### config.mk
export PLATFORM = sky130hd
export DESIGN_NAME = sync_updown_counter
export DESIGN_NICKNAME = d
export VERILOG_FILES = /design/src/rtl/counter_pkg.sv /design/src/rtl/sync_updown_counter.sv
export SDC_FILE = /design/constraint.sdc
export NUM_CORES = 1
export LEC_CHECK = 0
export BUFFER_PORTS_ARGS = -buffer_cell sky130_fd_sc_hd__clkbuf_2
export CAP_MARGIN = 20
export CORE_AREA = 2 2 39 41
export CTS_CLUSTER_DIAMETER = 100
export CTS_CLUSTER_SIZE = 12
export DETAILED_ROUTE_END_ITERATION = 8
export DIE_AREA = 0 0 41 43
export SLEW_MARGIN = 0
export SYNTH_ARGS = -nofsm -noshare
export SYNTH_HDL_FRONTEND = slang
export SYNTH_SLANG_ARGS = --single-unit
### constraint.sdc
create_clock -name clk -period 2.26 [get_ports clk]
set_input_delay 0.452 -clock clk [delete_from_list [all_inputs] [get_ports clk]]
set_output_delay 0.452 -clock clk [all_outputs]
set_load 0.005 [all_outputs]
### src/rtl/counter_pkg.sv
// Shared types, limits and the pure next-value function for the up/down counters.
package counter_pkg;

  typedef enum logic {
    CNT_DOWN = 1'b0,
    CNT_UP   = 1'b1
  } cnt_dir_t;

  // Widest supported counter; N+1 internal bits must fit in cnt_wide_t.
  localparam int unsigned CNT_MAX_N       = 31;
  localparam int unsigned CNT_MIN_MODULUS = 2;

  typedef logic [CNT_MAX_N:0] cnt_wide_t;

  localparam cnt_wide_t CNT_ONE  = cnt_wide_t'(1);
  localparam cnt_wide_t CNT_ZERO = cnt_wide_t'(0);

  // Legal iff 1 <= n <= CNT_MAX_N, 2 <= modulus <= 2**n and reset_val < modulus.
  function automatic bit cnt_params_ok(input int unsigned n,
                                       input int unsigned modulus,
                                       input int unsigned reset_val);
    bit ok;
    ok = 1'b1;
    if (n < 1 || n > CNT_MAX_N)                   ok = 1'b0;
    else if (modulus < CNT_MIN_MODULUS)           ok = 1'b0;
    else if (modulus > (32'd1 << n))              ok = 1'b0;
    else if (reset_val >= modulus)                ok = 1'b0;
    return ok;
  endfunction

  function automatic cnt_wide_t cnt_next(input cnt_wide_t q,
                                         input cnt_dir_t  dir,
                                         input cnt_wide_t modulus);
    cnt_wide_t nxt;
    if (dir == CNT_UP) begin
      nxt = (q == modulus - CNT_ONE) ? CNT_ZERO : q + CNT_ONE;
    end else begin
      nxt = (q == CNT_ZERO) ? modulus - CNT_ONE : q - CNT_ONE;
    end
    return nxt;
  endfunction

endpackage

### src/rtl/sync_updown_counter.sv
// Synchronous up/down modulo counter with enable, parallel load and tc/wrap/load_err flags.
// Define SYNC_UPDOWN_COUNTER_SATURATE_EN to saturate at the ends instead of wrapping.
module sync_updown_counter
  import counter_pkg::*;
#(
  parameter int unsigned N         = 4,
  parameter int unsigned MODULUS   = 32'd1 << N,
  parameter int unsigned RESET_VAL = 0
) (
  input  logic         clk,
  input  logic         reset_n,
  input  logic         en,
  input  logic         up_dn,
  input  logic         load,
  input  logic [N-1:0] load_val,
  output logic [N-1:0] Q,
  output logic         tc,
  output logic         wrap,
  output logic         load_err
);

  localparam int unsigned W = N + 1;

  if (!cnt_params_ok(N, MODULUS, RESET_VAL)) begin : g_bad_params
    $fatal(1, "sync_updown_counter: illegal N/MODULUS/RESET_VAL");
  end

  // N+1 bits so that MODULUS == 2**N is still representable and compares exactly.
  localparam logic [W-1:0] MOD_W   = W'(MODULUS);
  localparam logic [W-1:0] MOD_M1  = W'(MODULUS - 1);
  localparam logic [N-1:0] RESET_Q = N'(RESET_VAL);

  logic [N-1:0] q_q, q_d;
  logic         wrap_q, wrap_d;
  logic         load_err_q, load_err_d;

  logic [W-1:0] q_ext;
  logic [W-1:0] load_ext;
  logic         at_top;
  logic         at_bot;
  cnt_dir_t     dir;
  cnt_wide_t    step_wide;
  logic         unused_step_hi;

  assign q_ext    = {1'b0, q_q};
  assign load_ext = {1'b0, load_val};
  assign at_top   = (q_ext == MOD_M1);
  assign at_bot   = (q_ext == '0);
  assign dir      = up_dn ? CNT_UP : CNT_DOWN;

  assign step_wide      = cnt_next(cnt_wide_t'(q_ext), dir, cnt_wide_t'(MOD_W));
  assign unused_step_hi = |step_wide[CNT_MAX_N:N];

  // Zero-latency terminal count; doubles as the cascade enable for the next stage.
  assign tc = en & ((up_dn & at_top) | (~up_dn & at_bot));

  always_comb begin
    q_d        = q_q;
    wrap_d     = 1'b0;
    load_err_d = 1'b0;
    if (load) begin
      if (load_ext < MOD_W) begin
        q_d = load_val;
      end else begin
        q_d        = MOD_M1[N-1:0];
        load_err_d = 1'b1;
      end
    end else if (en) begin
`ifdef SYNC_UPDOWN_COUNTER_SATURATE_EN
      // At the boundary in the current direction the count sticks.
      if (!tc) begin
        q_d = step_wide[N-1:0];
      end
`else
      q_d    = step_wide[N-1:0];
      wrap_d = tc;
`endif
    end
  end

  always_ff @(posedge clk) begin
    if (!reset_n) begin
      q_q        <= RESET_Q;
      wrap_q     <= 1'b0;
      load_err_q <= 1'b0;
    end else begin
      q_q        <= q_d;
      wrap_q     <= wrap_d;
      load_err_q <= load_err_d;
    end
  end

  assign Q        = q_q;
  assign wrap     = wrap_q;
  assign load_err = load_err_q;

endmodule

==> results of run 1 <==
-- cells in the final DEF (no fill, tap or decap), drive strengths merged --
cell    count
clkbuf     18
dfxtp       5
inv         5
o21ai       5
a21oi       4
nand4       2
and2        2
nand2       2
xnor2       2
nor2        2
a31oi       2
nor3b       2
ha          2
or3b        1
mux2        1
mux2i       1
nand2b      1
o311a       1
nand3b      1
o32ai       1
nor2b       1
nand3       1
o41ai       1
conb        1
buf         1
-- stage by stage --
stage	setup WS (ns)	power, mW	utilization, %
3_5_place_dp	0.368	0.180	34.1
2_1_floorplan	0.492	0.155	-
6_report	0.155	0.280	36.0
5_1_grt	0.0382	0.305	36.0
3_3_place_gp	0.385	0.179	34.1
4_1_cts	0.103	0.285	36.0
-- cell families (layout without fill, tap and decap cells) --
| family | after synthesis | count (layout) | share of synthesized area [%] |
|---|---|---|---|
| muxes | 2 | 2 | 5.41 |
| DFF | 5 | 5 | 25.5 |
| xor gates and xnor gates | 2 | 2 | 4.46 |
| buffers and inverters | 7 | 24 | 9.56 |
| adders and majority gates | 2 | 2 | 6.37 |
| AOI/OAI and AO/OA | 14 | 14 | 24.5 |
| and+or+nand+nor | 15 | 15 | 23.2 |
| other | 1 | 1 | 0.954 |
-- power breakdown --
| group | internal, mW | switching, mW | leakage, nW |
|---|---|---|---|
| Sequential | 0.0950 | 0.00833 | 0.0413 |
| Combinational | 0.0385 | 0.0366 | 0.169 |
| Clock | 0.0666 | 0.0351 | 0.0150 |
-- how the worst max path moves through the flow --
stage	slack [ns]	cells past startpoint	end	from
after floorplan	0.49	5	tc	Q[0]
after global placement	0.39	6	tc	Q[1]
after detailed placement	0.37	6	tc	Q[1]
after CTS	0.10	6	tc	Q[1]
after global routing	0.04	6	tc	Q[1]
final	0.16	6	tc	Q[1]
-- layer usage --
metal	vias to the layer above	part of all wire (%)	global-route usage [%]	wire length (um)
li1	206	-	-	-
met1	164	45	14.8	386
met2	19	46	15.6	392
met3	0	8.2	6.28	70
met4	0	0	6.00	0
met5	-	0	0	0
-- worst max-delay path, cell delays in order, from the launching register on --
cell and delay (ns):
sky130_fd_sc_hd__dfxtp_1 0.35, sky130_fd_sc_hd__inv_1 0.11, sky130_fd_sc_hd__ha_1 0.18, sky130_fd_sc_hd__or3b_4 0.39, sky130_fd_sc_hd__o21ai_1 0.14, sky130_fd_sc_hd__and2_1 0.14, sky130_fd_sc_hd__clkbuf_2 0.10
-- area by class of cell --
class | count | area share, %
multi-input cells | 36 | 51.3
flip-flops and latches | 5 | 20.1
repair buffers | 15 | 15.6
clock buffers | 4 | 5.28
well taps | 16 | 4.02
inverters | 5 | 3.77
-- what timing repair did --
action | CTS | global route
setup endpoints to repair | 0 | 1
gates resized for setup | 0 | 1
setup buffers | 0 | 0
endpoints found under the hold margin | 0 | 0
-- flip-flops by register name, indices dropped and copies added, names as in the netlist --
name and flops:
Q 4, wrap 1
==> impl_metrics.csv, run 1 <==
group,metric,value,unit
status,run_status,"finished clean",
setup_path,worst_path_arrival,1.65,ns
drt,vias_per_cell,4.80,
synthesis,post_synth_edffs,0,
setup_path,worst-r2r-cell-count,6,
placed_design,place_congestion,0.703,
placed_design,dp_cells,77,
min_path,hold_path_depth,3,
synthesis,synth_top_area_share,25.5,%
die,std_cell_rows,14,
setup_path,critical_path.max_fanout,6,
cells_and_area,antennaDiodeCount,0,
cells_and_area,multi_input_area,255,um^2
cells_and_area,fill_count,144,
cts,cts-root-buf,"sky130_fd_sc_hd__clkbuf_4",
die,die_h,43,um
cts,h_tree_depth,1,
synthesis,synth_cells,48,
placed_design,place_area,472,um^2
synthesis,synth_sequential_area_ratio,25.5,%
setup_path,timing.critical_path.to_type,"primary output",
cells_and_area,layout-drive-gt1-share,33.8,%
drt,drt_pass1_iterations,4,
min_path,holdCritStartpoint,"load_val[0]",
setup_path,cp.required,1.81,ns
pwr,leakage_power,0.226,nW
timing,final.period_utilization,93.1,%
synthesis,synth_top_flop_cell,"sky130_fd_sc_hd__dfxtp_1",
synthesis,synthesis.area,393,um^2
drt,route.detailed.wl_per_inst,10.5,um
synthesis,mappedNetlistNets,59,
drt,remaining_drc_errors,0,
timing,final-setup-viol-count,0,
timing,fmaxAchievable,475,MHz
cts,number_of_cts_inserted_buffers,3,
cts,numClockSinks,5,
timing,slew_violations,0,
timing,fin_crit,2.10,ns
setup_path,critical_path.startpoint_type,"flop",
cells_and_area,sequential_cell_area,100,um^2
die,floorplan.die.width,41,um
cells_and_area,fin_nets,77,
synthesis,flip_flop_and_latch_count_after_synthesis,5,
timing,worst_clock_skew,0.00256,ns
placed_design,place.port_buffers,14,
global_routing,tot_gr_track_use,11.8,%
timing,timing.setup.tns,0,ns
cts,clk_transition_reported_paths,0.04,ns
global_routing,maximum_number_of_pins_on_one_net_before_global_route_repair,10,
timing,hold_ws,0.441,ns
synthesis,ys_top_cells_by_count,"sky130_fd_sc_hd__dfxtp_1, sky130_fd_sc_hd__inv_1, sky130_fd_sc_hd__o21ai_0",
die,fp.dieArea,1760,um^2
cts,post_cts_hold_buffer_count,0,
die,core_area,1380,um^2
drt,vias,389,
timing,timing.final.hold_violations,0,
min_path,hold_end,"Q[0]",
synthesis,yosysTopAreaCell,"sky130_fd_sc_hd__dfxtp_1",
cts,clock_path_buffers,2,
pwr,pwr_density_cell,563,nW/um^2
job,maxCapViolCount,0,
synthesis,synth_cell_types,26,
min_path,holdCritPathClass,"primary input to flop",
placed_design,detailedPlacementHpwl,683,um
synthesis,async_reset_ff_share,0,%
drt,routed_wl,849,um
global_routing,grt_antenna_before_repair,0,
setup_path,timing.setup.critical_path_class,"flop to primary output",
cells_and_area,syn_to_final_growth,26.8,%
synthesis,post_synth.cell_area_avg,8.18,um^2
setup_path,r2r_end,"Q[0]",
drt,ant_nets,0,
setup_path,ff2ff_setup_slack,0.66,ns
pwr,max-vdd-ir-drop,0.231,mV
cts,cts_tree,"done",
die,floorplan.initialDensity,28.4,%
global_routing,globalRoute.totalOverflow,0,
synthesis,synth-warning-count,0,
synthesis,synth_top_cells_by_area,"sky130_fd_sc_hd__dfxtp_1, sky130_fd_sc_hd__ha_1, sky130_fd_sc_hd__o21ai_0",
setup_path,crit-reg2reg-launch,"Q[1]",
global_routing,global_route_wire_length_before_repair,1.37,mm
cts,worst_skew_pair_later_pin_latency,0.24,ns
die,io_pins,16,
drt,drt_iter0_drc,10,
timing,grt_setup_unrepaired,"false",
global_routing,first_global_vias,335,
cells_and_area,fin_area,498,um^2
cells_and_area,fin_cells,81,
No activity file was read; power rests on OpenSTA's default activity.
==> run 2: changes to the inputs <==
Settings changed: CTS_BUF_LIST set to sky130_fd_sc_hd__clkbuf_8.
==> impl_metrics.csv, run 2 (synthesized netlist as in run 1, its figures left out) <==
group,metric,value,unit
setup_path,crit-reg2reg-launch,"Q[1]",
die,core_area,1380,um^2
cts,cts_resized,0,
timing,final-setup-viol-count,0,
cells_and_area,fin_nets,77,
drt,routed_wl,849,um
min_path,hold_path_depth,3,
die,std_cell_rows,14,
min_path,holdCritStartpoint,"load_val[0]",
timing,grt_setup_unrepaired,"false",
drt,drt_iter0_drc,9,
cts,numClockSinks,5,
global_routing,grt_antenna_before_repair,0,
global_routing,globalRoute.totalOverflow,0,
cts,cts-root-buf,"sky130_fd_sc_hd__clkbuf_8",
drt,vias_per_cell,4.79,
placed_design,place.port_buffers,14,
cells_and_area,number_of_flip_flops_under_the_largest_register_name,4,
die,fp.dieArea,1760,um^2
setup_path,critical_path.startpoint_type,"flop",
drt,vias,388,
drt,drt_pass1_iterations,4,
cells_and_area,fill_count,140,
drt,ant_nets,0,
timing,slew_violations,0,
pwr,leakage_power,0.237,nW
timing,worst_clock_skew,0.00212,ns
timing,worst_slack,0.135,ns
cells_and_area,fin_util,37.3,%
drt,remaining_drc_errors,0,
placed_design,place_congestion,0.703,
cts,h_tree_depth,1,
pwr,max-vdd-ir-drop,0.292,mV
setup_path,critical_path.max_fanout,6,
placed_design,placement.setup.worst_slack,0.368,ns
status,run_status,"finished clean",
cells_and_area,syn_to_final_growth,31.5,%
pwr,pwr_density_cell,651,nW/um^2
cells_and_area,layout-drive-gt1-share,33.8,%
global_routing,global_route_wire_length_before_repair,1.37,mm
timing,fin_crit,2.13,ns
cts,cts_setup_buffers,0,
timing,timing.setup.tns,0,ns
die,die_h,43,um
cts,clock_path_buffers,2,
global_routing,tot_gr_track_use,11.6,%
job,maxCapViolCount,0,
setup_path,timing.setup.critical_path_class,"flop to primary output",
global_routing,maximum_number_of_pins_on_one_net_before_global_route_repair,10,
cts,clk_transition_reported_paths,0.03,ns
cells_and_area,antennaDiodeCount,0,
timing,final.period_utilization,94.0,%
cts,cts_tree,"done",
placed_design,detailedPlacementHpwl,683,um
cells_and_area,layout.cells.most_common,"sky130_fd_sc_hd__clkbuf_2",
timing,fmaxAchievable,470,MHz
die,floorplan.initialDensity,28.4,%
cts,worst_skew_pair_later_pin_latency,0.22,ns
setup_path,timing.critical_path.to_type,"primary output",
min_path,holdCritPathClass,"primary input to flop",
cts,number_of_cts_inserted_buffers,3,
timing,hold_ws,0.462,ns
setup_path,cp.required,1.81,ns
setup_path,worst-r2r-cell-count,6,
cells_and_area,fin_cells,81,
setup_path,critical_path.startpoint,"Q[1]",
die,io_pins,16,
setup_path,worst_path_arrival,1.67,ns
global_routing,first_global_vias,338,
cts,post_cts_hold_buffer_count,0,
cells_and_area,commonest_non_fill_non_tap_cells_in_the_layout,"sky130_fd_sc_hd__clkbuf_2, sky130_fd_sc_hd__inv_1, sky130_fd_sc_hd__dfxtp_1, sky130_fd_sc_hd__o21ai_0",
placed_design,dp_cells,77,
timing,timing.final.hold_violations,0,
drt,route.detailed.wl_per_inst,10.5,um
die,floorplan.die.width,41,um
run 2: metrics by stage:
| step | instance area [um^2] | power [mW] |
|---|---|---|
| 6_report | 517 | 0.337 |
| 2_1_floorplan | 393 | 0.155 |
| 3_5_place_dp | 472 | 0.180 |
| 3_3_place_gp | 472 | 0.179 |
| 5_1_grt | 517 | 0.359 |
| 4_1_cts | 517 | 0.341 |
run 2: worst max-delay path, stage by stage (launching register included):
cell                       delay, ns
sky130_fd_sc_hd__dfxtp_1        0.34
sky130_fd_sc_hd__inv_1          0.11
sky130_fd_sc_hd__ha_1           0.18
sky130_fd_sc_hd__or3b_4         0.39
sky130_fd_sc_hd__o21ai_0        0.18
sky130_fd_sc_hd__and2_1         0.14
sky130_fd_sc_hd__clkbuf_2       0.10
run 2: area by class of cell:
cell class / instances / area (um^2) / share of cell area (%)
clock buffers: 3 / 41.3 / 7.99
repair buffers: 15 / 77.6 / 15.0
multi-input cells: 36 / 255 / 49.4
well taps: 16 / 20.0 / 3.87
flip-flops and latches: 5 / 100 / 19.4
clock inverters: 1 / 3.75 / 0.726
inverters: 5 / 18.8 / 3.63
run 2: path summary, 6_finish.rpt:
kind	end	slack (ns)
max reg2reg	Q[0]	0.67
min reg2reg	Q[0]	0.71
max	tc	0.13
min	Q[0]	0.46
run 2: metal layers:
layer / vias to the layer above / routed length, um / GRT usage [%]
li1: 204 / - / -
met1: 168 / 380 / 15.2
met4: 0 / 0 / 6.00
met3: 0 / 72 / 4.71
met5: - / 0 / 0
met2: 16 / 397 / 15.6
run 2: report_power, final:
| group | internal, mW | switching [mW] | total (mW) |
|---|---|---|---|
| registers | 0.0953 | 0.00823 | 0.103 |
| clock network | 0.116 | 0.0420 | 0.158 |
| logic | 0.0383 | 0.0365 | 0.0748 |
| total | 0.250 | 0.0867 | 0.337 |
